**config.mk**
```make
export PLATFORM = sky130hd
export DESIGN_NAME = uart_tx_arbiter
export DESIGN_NICKNAME = d
export VERILOG_FILES = /design/src/rtl/uart_tx_arbiter.sv
export SDC_FILE = /design/constraint.sdc
export NUM_CORES = 1
export LEC_CHECK = 0
export ABC_CLOCK_PERIOD_IN_PS = 2700
export CORE_AREA = 4 4 53 55
export DETAILED_ROUTE_END_ITERATION = 10
export DIE_AREA = 0 0 57 59
export GPL_TIMING_DRIVEN = 0
export PLACE_DENSITY = 0.81
export SLEW_MARGIN = 30
export SYNTH_ARGS = -nofsm -noshare
export SYNTH_HDL_FRONTEND = slang
export SYNTH_SLANG_ARGS = --single-unit
```
**constraint.sdc**
```tcl
create_clock -name clk -period 2.7 [get_ports clk]
set_input_delay 0.54 -clock clk [delete_from_list [all_inputs] [get_ports clk]]
set_output_delay 0.54 -clock clk [all_outputs]
set_load 0.05 [all_outputs]
```
**src/rtl/uart_tx_arbiter.sv**
```systemverilog
// Round-robin sharer of one UART byte serializer between NUM_REQ requesters.
// Optional burst locking: define UART_TX_ARB_BURST_EN.
module uart_tx_arbiter #(
  parameter int NUM_REQ        = 2,
  parameter int DATA_BITS      = 8,
  parameter int TIMEOUT_CYCLES = 64,
  localparam int GW = (NUM_REQ > 1) ? $clog2(NUM_REQ) : 1
) (
  input  logic                         clk,
  input  logic                         reset,
  input  logic [NUM_REQ-1:0]           req_valid,
  input  logic [NUM_REQ*DATA_BITS-1:0] req_data,
  input  logic [NUM_REQ-1:0]           req_last,
  output logic [NUM_REQ-1:0]           req_ready,
  output logic                         ser_start,
  output logic [DATA_BITS-1:0]         ser_data,
  input  logic                         ser_done,
  output logic                         busy,
  output logic [GW-1:0]                grant_id,
  output logic                         timeout_err
);

  localparam int WW = $clog2(TIMEOUT_CYCLES);
  localparam logic [WW-1:0] WD_MAX = WW'(TIMEOUT_CYCLES - 1);
  localparam logic [GW-1:0] PTR_RST = GW'(NUM_REQ - 1);

  typedef enum logic [1:0] {
    S_IDLE,
    S_GRANT,
    S_START,
    S_WAIT
  } state_t;

  state_t state_q, state_d;

  logic [GW-1:0]        ptr_q, ptr_d;
  logic [GW-1:0]        gid_q, gid_d;
  logic [NUM_REQ-1:0]   rdy_q, rdy_d;
  logic                 start_q, start_d;
  logic                 busy_q, busy_d;
  logic                 err_q, err_d;
  logic [DATA_BITS-1:0] data_q, data_d;
  logic [WW-1:0]        wd_q, wd_d;

  logic [NUM_REQ-1:0]   cand;
  logic                 found;
  logic [GW-1:0]        win;
  logic                 sel_valid;
  logic [DATA_BITS-1:0] sel_data;
  logic                 wd_fire;

  assign wd_fire = (state_q == S_WAIT) && !ser_done && (wd_q == WD_MAX);

`ifdef UART_TX_ARB_BURST_EN
  logic lock_q, lock_d;
  logic sel_last;

  // Select the end-of-burst flag of the requester currently granted.
  always_comb begin
    sel_last = 1'b0;
    for (int j = 0; j < NUM_REQ; j++) begin
      if (ptr_q == GW'(j)) sel_last = req_last[j];
    end
  end

  // Lock follows the last flag of each accepted byte; watchdog drops it.
  always_comb begin
    lock_d = lock_q;
    if (state_q == S_GRANT && sel_valid) begin
      lock_d = !sel_last;
    end else if (wd_fire) begin
      lock_d = 1'b0;
    end
  end

  // Burst lock register.
  always_ff @(posedge clk or negedge reset) begin
    if (!reset) lock_q <= 1'b0;
    else        lock_q <= lock_d;
  end

  // While locked only the owning requester is eligible.
  always_comb begin
    cand = '0;
    for (int j = 0; j < NUM_REQ; j++) begin
      cand[j] = req_valid[j] && (!lock_q || ptr_q == GW'(j));
    end
  end
`else
  logic unused_last;
  assign unused_last = ^req_last;

  // Every valid requester competes for every byte.
  always_comb begin
    cand = req_valid;
  end
`endif

  // Round-robin pick: first candidate above the pointer, then wrap.
  always_comb begin
    found = 1'b0;
    win   = '0;
    for (int j = 0; j < NUM_REQ; j++) begin
      if (!found && cand[j] && GW'(j) > ptr_q) begin
        found = 1'b1;
        win   = GW'(j);
      end
    end
    for (int j = 0; j < NUM_REQ; j++) begin
      if (!found && cand[j] && GW'(j) <= ptr_q) begin
        found = 1'b1;
        win   = GW'(j);
      end
    end
  end

  // Mux valid and data of the granted requester.
  always_comb begin
    sel_valid = 1'b0;
    sel_data  = '0;
    for (int j = 0; j < NUM_REQ; j++) begin
      if (ptr_q == GW'(j)) begin
        sel_valid = req_valid[j];
        sel_data  = req_data[j*DATA_BITS +: DATA_BITS];
      end
    end
  end

  // Next state and next registered outputs.
  always_comb begin
    state_d = state_q;
    ptr_d   = ptr_q;
    gid_d   = gid_q;
    rdy_d   = '0;
    start_d = 1'b0;
    data_d  = data_q;
    wd_d    = wd_q;
    err_d   = err_q;
    unique case (state_q)
      S_IDLE: begin
        if (found) begin
          ptr_d   = win;
          gid_d   = win;
          state_d = S_GRANT;
          for (int j = 0; j < NUM_REQ; j++) begin
            rdy_d[j] = (win == GW'(j));
          end
        end
      end
      S_GRANT: begin
        if (sel_valid) begin
          data_d  = sel_data;
          start_d = 1'b1;
          state_d = S_START;
        end else begin
          state_d = S_IDLE;
        end
      end
      S_START: begin
        wd_d    = '0;
        state_d = S_WAIT;
      end
      S_WAIT: begin
        if (ser_done) begin
          state_d = S_IDLE;
        end else if (wd_fire) begin
          err_d   = 1'b1;
          state_d = S_IDLE;
        end else begin
          wd_d = wd_q + WW'(1);
        end
      end
      default: state_d = S_IDLE;
    endcase
    busy_d = (state_d != S_IDLE);
  end

  // State and output registers.
  always_ff @(posedge clk or negedge reset) begin
    if (!reset) begin
      state_q <= S_IDLE;
      ptr_q   <= PTR_RST;
      gid_q   <= '0;
      rdy_q   <= '0;
      start_q <= 1'b0;
      busy_q  <= 1'b0;
      err_q   <= 1'b0;
      data_q  <= '0;
      wd_q    <= '0;
    end else begin
      state_q <= state_d;
      ptr_q   <= ptr_d;
      gid_q   <= gid_d;
      rdy_q   <= rdy_d;
      start_q <= start_d;
      busy_q  <= busy_d;
      err_q   <= err_d;
      data_q  <= data_d;
      wd_q    <= wd_d;
    end
  end

  assign req_ready   = rdy_q;
  assign ser_start   = start_q;
  assign ser_data    = data_q;
  assign busy        = busy_q;
  assign grant_id    = gid_q;
  assign timeout_err = err_q;

endmodule

```
# --- Word level (Yosys, flattened, before mapping) ---
# Cells that the tools add are included.
totals:
  regBits: 23
  inputBits: 23
  output_inout_bits: 14
  elab_cells: 63
op_classes:
  addsub: 1
  order_cmp: 4
  n_eq_ne: 6
  mux: 21
  n_bitwise: 2
  n_reduce_logical: 20
op_table:
  columns: ["operator", "count"]
  rows:
  - ["$mux 2", 6]
  - ["$mux 6", 2]
  - ["$pmux 6 s2", 1]
  - ["$mux 1", 10]
  - ["$logic_and 1x1->1", 9]
  - ["$mux 8", 1]
  - ["$pmux 2 s4", 1]
  - ["$add 6x1->6 const B", 1]
  - ["$eq 6x6->1 const B", 1]
  - ["$reduce_and 3->1", 2]
  - ["$eq 2x2->1 const B", 2]
  - ["$logic_not 1->1", 4]
  - ["$ne 2x2->1 const B", 2]
  - ["$reduce_and 2->1", 2]
  - ["$reduce_bool 2->1", 2]
  - ["$eq 2x1->1 const B", 1]
  - ["$gt 1x1->1 const A", 2]
  - ["$le 1x1->1 const A", 2]
  - ["$logic_not 2->1", 1]
  - ["$not 1->1", 2]

# --- Depth between registers and ports, before layout ---
# Gate-level depths: netlist of the first run.
logic_depth:
  ltp_word: 18
  ltp_mapped: 5
  mapped_depth_nobuf: 5

# --- Least setup slack after synthesis of the first run ---
# No wires, ideal clock.
synth_timing:
  path_kind: "register -> register"
  start: "register wd_q[0]"
  end: "register state_q[1]"
  setup_time_ns: 0.118
  arrival_ns: 1.277
  slack_ns: 1.305
  stages_incl_launch_ff: 6
  path_buffers: 0
  synth_period_minus_slack_ns: 1.395
  cell_sequence: "dfrtp_1 ha_1 nand3_1 o21bai_1 nand2_1 a21o_1"
synth_between:
  elab_chain_len: 5
synth_lines:
  columns: ["item", "line", "rtl"]
  rows:
  - ["start, declared", "43", "logic [WW-1:0] wd_q, wd_d;"]
  - ["start signal, assigned", "199", "wd_q <= wd_d;"]
  - ["$eq 6x6->1", "52", "assign wd_fire = (state_q == S_WAIT) && !ser_done && (wd_q == WD_MAX);"]
  - ["$logic_and 1x1->1", "52", null]
  - ["$mux 2", "166", "end else if (wd_fire) begin"]
  - ["$mux 2", "164", "if (ser_done) begin"]
  - ["$pmux 2 s4", "139", "unique case (state_q)"]
  - ["net state_d[1]", "34", "state_t state_q, state_d;"]
  - ["end signal, assigned", "191", "state_q <= state_d;"]
  - ["end, declared", "34", null]
# The timed path passes the listed nets, and every way through them passes these cells.
# A chain may end at the register's enable or synchronous reset.

# --- Final worst setup path of the first run ---
layout_timing:
  start: "register data_q[0], in the netlist ser_data[0]"
  end: "output ser_data[0]"
layout_lines:
  columns: ["item", "line", "rtl"]
  rows:
  - ["start, declared", "42", "logic [DATA_BITS-1:0] data_q, data_d;"]
  - ["start signal, assigned", "198", "data_q <= data_d;"]
  - ["end, declared", "16", "output logic [DATA_BITS-1:0] ser_data,"]
# No word-level cell between the ends.

==> summary.md, run 1 <==
Logic synthesis
- unique cell type count in the Yosys netlist: 29
- synthesized area per cell: 10.35 µm²
- share of Yosys cell area claimed by the top area cell type: 51.16%
- cell type contributing the most total cell area after synthesis: sky130_fd_sc_hd__dfrtp_1
- synth warn: 0
- Gate Count Post-Synth: 104
- top post-synthesis cells by area: sky130_fd_sc_hd__dfrtp_1 (51%), sky130_fd_sc_hd__mux2i_1 (8.4%), sky130_fd_sc_hd__a21oi_1 (7.4%), sky130_fd_sc_hd__nor2_1 (3.5%), sky130_fd_sc_hd__nand3_1 (2.8%)
- sequential-to-total area share from yosys stat: 53.60%
- flops & latches, synth: 23
- nets in the synthesized netlist: 128
- Mapped Area: 0.001076 mm²

Clocking
- count of buffers added by post-CTS timing repair for setup: 0
- worst-skew pair later-pin latency: 0.30 ns
- CTS Sinks: 23
- clock transition at the registers of the reported paths: 0.12 ns
- TritonCTS Buffers: 3
- master cell of the clock root buffer: sky130_fd_sc_hd__clkbuf_4
- H-tree depth reported by CTS: 1
- count of hold-fix buffers inserted at cts: 0
- Resize count post-CTS: 0
- deepest clock path buffer count: 2
- clock tree from TritonCTS: built

Timing
- final setup violating endpoints: 0
- final total negative setup slack: 0 ns
- setup clock skew after layout: 0.005486 ns
- Hold Violations, Final: 0
- worst hold margin: 0.1868 ns
- number of pins exceeding their max-slew limit in the final report: 0
- slew of the pin with the lowest slew margin: 0.5109 ns
- unrepaired setup endpoints after global routing: false
- Period minus WS final: 2.040 ns
- highest clock rate: 490.2 MHz
- slew margin rel.: 65.83%
- fin crit share: 75.56%

Placement
- final weighted congestion in routability-driven placement: 0.8899
- # port buffers: 34
- Post-DP HPWL: 1.812 mm

Critical path
- arrival time of data at the critical path endpoint: 1.50 ns
- Setup CP Type: register to primary output
- number of buffers and inverters on the critical path: 1
- kind of launch point of the worst setup path: register
- reg-to-reg startpoint: wd_q[0]
- setup slack, reg-to-reg: 1.04 ns
- required time worst endpoint: 2.16 ns
- cell class contributing the biggest share of worst-path delay: buffers and inverters
- cell breakdown of the critical path: clkdlybuf4s50_1
- Critical Path Max Stage Delay: 0.82 ns
- Critical Path Sink Type: primary output
- highest-delay cell along the critical path: sky130_fd_sc_hd__clkdlybuf4s50_1
- Crit Reg-Reg Endpoint: state_q[1]
- peak fanout along the critical path: 2
- cell depth of the worst flop-to-flop path: 5

Final layout
- diodes inserted: 0
- layout overhead on the synthesized area: 37.21%
- most frequent cells in the layout: sky130_fd_sc_hd__clkdlybuf4s50_1 (33), sky130_fd_sc_hd__dfrtp_1 (22), sky130_fd_sc_hd__a21oi_1 (16)
- commonest non-fill, non-tap cell in the layout: sky130_fd_sc_hd__clkdlybuf4s50_1
- ratio of cells with drive above 1 in the final layout: 9.859%
- final net count: 167

Power and ir drop
- Clock power frac: 9.0%
- power consumption: 1.692 mW
- Max VDD drop: 784.8 µV
- combinational share of power: 56.8%
- Static Leak: 0.6321 nW
- sw power: 793.2 µW
- Pint: 899.1 µW
- switching share of power: 46.87%
- proportion of power drawn by flip-flops and latches: 34.2%
- power density of the placed cells: 1146 mW/mm²

Floorplan
- Horiz. Die Dim: 57 µm
- I/O pin count: 37
- initial core utilization: 45.07%
- die boundary height: 59 µm
- DIE AREA: 0.003363 mm²
- Site Rows: 18
- placeable core area: 0.002387 mm²

Route
- routed wire length: 2.335 mm
- DR iter-0 viols: 21
- DRC violations left: 0
- per-cell routed wire length: 13.58 µm
- Vias/cell: 5.320
- count of TritonRoute iterations in the first routing pass: 5
- detailed-route via count: 915
- number of antenna-violating nets in the routed design: 0

Global routing
- number of antenna violations at the first check in global routing: 0
- global-route wire length before repair: 3.898 mm
- pin count of the biggest net entering global routing: 24
- aggregate global routing overflow: 0
- via count of the first global-routing pass: 887
- total routing usage reported by global routing: 14.60%

Hold path
- worst hold path type: input pin to asynchronous set/reset pin

Flow run
- MaxCap Viol Count: 0

Run status
- run status: complete, no violations

final cells by class:
type	count	area [µm²]
clock inverter	1	5.005
sequential	23	576.8
inverter	3	11.26
clock buffer	3	22.52
tap	30	37.54
multi-input combinational	73	457.9
fill	208	910.9
timing repair buffer	34	335.3
buffer	5	30.03
state kept, by name, indices dropped and copies added, names as in the netlist:
register	count
busy	1
grant_id	1
ptr_q	1
req_ready	2
ser_data	8
ser_start	1
state_q	2
timeout_err	1
wd_q	6
synth_stat cells:
cell type / number
sky130_fd_sc_hd__o221ai_1: 1
sky130_fd_sc_hd__ha_1: 1
sky130_fd_sc_hd__o22ai_1: 1
sky130_fd_sc_hd__nor3_1: 1
sky130_fd_sc_hd__dfstp_2: 1
sky130_fd_sc_hd__and4b_1: 1
sky130_fd_sc_hd__nand2b_1: 2
sky130_fd_sc_hd__mux2_2: 1
sky130_fd_sc_hd__a31o_2: 1
sky130_fd_sc_hd__nand2_1: 8
sky130_fd_sc_hd__or2_2: 1
sky130_fd_sc_hd__buf_2: 2
sky130_fd_sc_hd__dfrtp_1: 22
sky130_fd_sc_hd__o21bai_1: 1
sky130_fd_sc_hd__o311ai_0: 1
sky130_fd_sc_hd__a41oi_1: 2
sky130_fd_sc_hd__a21oi_1: 16
sky130_fd_sc_hd__nor3b_4: 1
sky130_fd_sc_hd__nand3_1: 6
sky130_fd_sc_hd__buf_6: 1
sky130_fd_sc_hd__clkbuf_1: 1
sky130_fd_sc_hd__clkbuf_2: 1
sky130_fd_sc_hd__inv_1: 3
sky130_fd_sc_hd__nand4b_1: 1
sky130_fd_sc_hd__mux2i_1: 9
sky130_fd_sc_hd__o21ai_0: 5
sky130_fd_sc_hd__and2b_1: 1
sky130_fd_sc_hd__a21o_1: 2
sky130_fd_sc_hd__nor2_1: 10
logic make-up after synthesis:
| family | after synthesis | share of synthesized area (%) |
|---|---|---|
| multiplexers | 10 | 9.419 |
| adder cells (fa/ha/maj) | 1 | 1.163 |
| flip-flops | 23 | 53.61 |
| AO/OA/AOI/OAI | 30 | 16.51 |
| buffers and inverters | 8 | 3.836 |
| AND/OR/NAND/NOR | 32 | 15.47 |
worst max path at each step:
stage | start | endpoint | slack (ns) | cells past startpoint
2_1_floorplan | wd_q[0] | state_q[1] | 1.30 | 5
5_1_grt | ser_data[0] | ser_data[0] | 0.60 | 1
3_3_place_gp | req_valid[1] | ser_data[0] | 0.68 | 5
6_report | ser_data[0] | ser_data[0] | 0.66 | 1
4_1_cts | ser_data[0] | ser_data[0] | 0.65 | 1
3_5_place_dp | req_valid[1] | ser_data[5] | 0.65 | 5
power by group through the flow:
stage / clock network (mW) / registers, mW / logic, mW
2_1_floorplan: 0 / 0.879 / 0.363
3_3_place_gp: 0 / 0.582 / 0.941
3_5_place_dp: 0 / 0.587 / 0.968
4_1_cts: 0.160 / 0.579 / 0.970
5_1_grt: 0.180 / 0.599 / 1.03
6_report: 0.153 / 0.579 / 0.960
layer usage:
layer / vias to the layer above / GRT usage (%) / share of wire [%]
met5: - / 0 / 0
met4: 0 / 5.298 / 1.2
met3: 2 / 1.307 / 4.4
met2: 21 / 24.96 / 51
met1: 439 / 19.44 / 43
li1: 453 / - / -
metrics by stage:
step / util, % / cells / setup slack, ns / area (µm²)
2_1_floorplan: - / 104 / 1.305 / 1076
3_5_place_dp: 60.69 / 168 / 0.6471 / 1449
3_3_place_gp: 60.90 / 168 / 0.6784 / 1454
5_1_grt: 61.84 / 172 / 0.6010 / 1476
4_1_cts: 61.84 / 172 / 0.6461 / 1476
6_report: 61.84 / 172 / 0.6600 / 1476
(Power assumes the default switching activity.)
==> inputs of run 2 (changes only) <==
--- a/config.mk
+++ b/config.mk
@@ -5,12 +5,12 @@
 export SDC_FILE = /design/constraint.sdc
 export NUM_CORES = 1
 export LEC_CHECK = 0
-export ABC_CLOCK_PERIOD_IN_PS = 2700
-export CORE_AREA = 4 4 53 55
+export ABC_CLOCK_PERIOD_IN_PS = 1680
+export CORE_AREA = 4 4 57 59
 export DETAILED_ROUTE_END_ITERATION = 10
-export DIE_AREA = 0 0 57 59
+export DIE_AREA = 0 0 61 63
 export GPL_TIMING_DRIVEN = 0
-export PLACE_DENSITY = 0.81
+export PLACE_DENSITY = 0.73
 export SLEW_MARGIN = 30
 export SYNTH_ARGS = -nofsm -noshare
 export SYNTH_HDL_FRONTEND = slang
==> constraint.sdc (replaced) <==
create_clock -name clk -period 1.68 [get_ports clk]
set_input_delay 0.336 -clock clk [delete_from_list [all_inputs] [get_ports clk]]
set_output_delay 0.336 -clock clk [all_outputs]
set_load 0.05 [all_outputs]
==> summary.md, run 2 (synthesized netlist as in run 1, its figures left out) <==
Floorplan
- initial core utilization: 39.70%, was 45.07%
- I/O pin count: 37, unchanged
- placeable core area: 0.002710 mm², was 0.002387 mm²
- DIE AREA: 0.003843 mm², was 0.003363 mm²
- Horiz. Die Dim: 61 µm, was 57 µm
- Site Rows: 19, was 18
- die boundary height: 63 µm, was 59 µm

Global routing
- via count of the first global-routing pass: 896, was 887
- pin count of the biggest net entering global routing: 24, unchanged
- total routing usage reported by global routing: 14.13%, was 14.60%
- number of antenna violations at the first check in global routing: 0, unchanged
- aggregate global routing overflow: 0, unchanged
- global-route wire length before repair: 4.098 mm, was 3.898 mm

Clocking
- deepest clock path buffer count: 2, unchanged
- clock tree from TritonCTS: built, unchanged
- count of buffers added by post-CTS timing repair for setup: 0, unchanged
- TritonCTS Buffers: 3, unchanged
- CTS Sinks: 23, unchanged
- clock transition at the registers of the reported paths: 0.12 ns, about the same
- H-tree depth reported by CTS: 1, unchanged
- worst-skew pair later-pin latency: 0.31 ns, was 0.30 ns
- master cell of the clock root buffer: sky130_fd_sc_hd__clkbuf_4, unchanged

Power and ir drop
- power density of the placed cells: 1778 mW/mm², was 1146 mW/mm²
- Max VDD drop: 1157 µV, was 784.8 µV
- power consumption: 2.616 mW, was 1.692 mW
- Static Leak: 0.6544 nW, was 0.6321 nW

Timing
- highest clock rate: 645.2 MHz
- number of pins exceeding their max-slew limit in the final report: 0, unchanged
- slew margin rel.: 66.32%, was 65.83%
- fin crit share: 92.25%
- Period minus WS final: 1.550 ns
- unrepaired setup endpoints after global routing: true, was false
- setup clock skew after layout: 0.006643 ns, was 0.005486 ns
- Hold Violations, Final: 0, unchanged
- slew of the pin with the lowest slew margin: 0.5053 ns, was 0.5109 ns
- final setup violating endpoints: 0, unchanged

Critical path
- Setup CP Type: register to register, was register to primary output
- arrival time of data at the critical path endpoint: 1.80 ns, was 1.50 ns
- required time worst endpoint: 1.93 ns, was 2.16 ns
- cell breakdown of the critical path: ha_2 > nand3_1 > o21bai_1 > o21ai_0 > a21oi_1, was clkdlybuf4s50_1
- Critical Path Sink Type: register, was primary output
- kind of launch point of the worst setup path: register, unchanged
- highest-delay cell along the critical path: sky130_fd_sc_hd__dfrtp_1, was sky130_fd_sc_hd__clkdlybuf4s50_1
- Critical Path Max Stage Delay: 0.43 ns, was 0.82 ns
- peak fanout along the critical path: 6, was 2

Run status
- run status: complete, no violations, unchanged

Route
- top routing layer used: met4, unchanged
- routed wire length: 2.401 mm, was 2.335 mm
- DRC violations left: 0, unchanged
- number of antenna-violating nets in the routed design: 0, unchanged
- Met1 Routed Length: 1.020 mm, was 1.011 mm
- per-cell routed wire length: 13.80 µm, was 13.58 µm
- routed wire length on met2: 1.240 mm, was 1.194 mm
- detailed-route via count: 897, was 915
- count of TritonRoute iterations in the first routing pass: 4, was 5
- Vias/cell: 5.155, was 5.320
- total length of routed met3 wires: 97 µm, was 103 µm
- DR iter-0 viols: 19, was 21

Placement
- final weighted congestion in routability-driven placement: 0.8787, was 0.8899
- placed instance count: 169, was 168
- Post-DP HPWL: 1.850 mm, was 1.812 mm
- # port buffers: 34, unchanged

Final layout
- area of the multi-input gates: 460.4 µm², was 457.9 µm²
- ratio of cells with drive above 1 in the final layout: 9.790%, was 9.859%
- commonest non-fill, non-tap cell in the layout: sky130_fd_sc_hd__dfrtp_1, was sky130_fd_sc_hd__clkdlybuf4s50_1
- number of flip-flops in the largest register: 8, unchanged
- layout overhead on the synthesized area: 36.74%, was 37.21%
- filler cell count in the final layout: 260, was 208
- diodes inserted: 0, unchanged
- non-filler cells in the finished layout: 174, was 172
- final net count: 168, was 167
- most frequent cells in the layout: sky130_fd_sc_hd__dfrtp_1 (22), sky130_fd_sc_hd__clkdlybuf4s50_1 (19), sky130_fd_sc_hd__a21oi_1 (16), was sky130_fd_sc_hd__clkdlybuf4s50_1 (33), sky130_fd_sc_hd__dfrtp_1 (22), sky130_fd_sc_hd__a21oi_1 (16)
- area taken by flip-flops and latches: 576.8 µm², unchanged

Flow run
- MaxCap Viol Count: 0, unchanged

Hold path
- worst hold path type: register to register, was input pin to asynchronous set/reset pin

==> run 2: cell count changes in the layout (fill, tap and decap cells not counted), sizes merged <==
cell and change:
clkbuf +1, clkdlybuf4s50 -14, clkinv -1, dlygate4sd2 +14
dlygate4sd3 +1
==> run 2: worst max-delay path, delay by kind of cell (launching register included) <==
| kind | cells | cell delay [ns] |
|---|---|---|
| adders and majority gates | 1 | 0.25 |
| AOI/OAI and AO/OA | 3 | 0.67 |
| DFF | 1 | 0.43 |
| and+or+nand+nor | 1 | 0.14 |
==> run 2: final timing paths <==
kind | startpoint | end | slack, ns | depth (start not counted)
setup reg to reg | wd_q[0] | wd_q[2] | 0.13 | 5
hold / removal | timeout_err | timeout_err | 0.49 | 1
hold reg to reg | timeout_err | timeout_err | 0.49 | 1
min in group asynchronous | reset | wd_q[2] | 0.51 | 2
setup / recovery | wd_q[0] | wd_q[2] | 0.13 | 5
max in group asynchronous | reset | ptr_q | 0.81 | 2
==> run 2: power by group <==
group          switching (mW)  leakage, nW  internal, mW
sequential              0.142        0.279         0.781
clock                   0.159       0.0150        0.0927
combinational           0.961        0.360         0.480
==> run 2: stage by stage <==
stage / hold slack [ns] / TNS (ns) / instance area, µm² / util, % / setup slack (ns)
2_1_floorplan: 0.04041 / 0 / 1076 / - / 0.2846
6_report: 0.4934 / 0 / 1471 / 54.29 / 0.1302
3_5_place_dp: 0.3408 / -1.556 / 1450 / 53.51 / -0.1809
4_1_cts: 0.4966 / 0 / 1469 / 54.20 / 0.08896
3_3_place_gp: 0.4595 / -1.314 / 1455 / 53.69 / -0.1495
5_1_grt: 0.5270 / -0.05904 / 1471 / 54.29 / -0.02874
==> run 2: repair_timing <==
| action | 4_1_cts | 5_1_grt |
|---|---|---|
| endpoints found under the setup margin | 14 | 5 |
| hold buffers | 1 | 0 |
| endpoints found under the hold margin | 22 | 0 |
| resized for setup | 14 | 1 |
==> run 2: layer usage <==
layer	vias up	global-route usage (%)
met5	-	0
met4	0	6.775
met3	4	3.719
met2	26	22.19
met1	413	17.48
li1	454	-
==> run 2: layout make-up <==
class	count	area share, %
plain buffers	5	2.041
repair buffers	35	22.28
clock buffers	4	1.786
multi-input cells	73	31.29
inverters	3	0.7653
well taps	31	2.636
flip-flops and latches	23	39.20
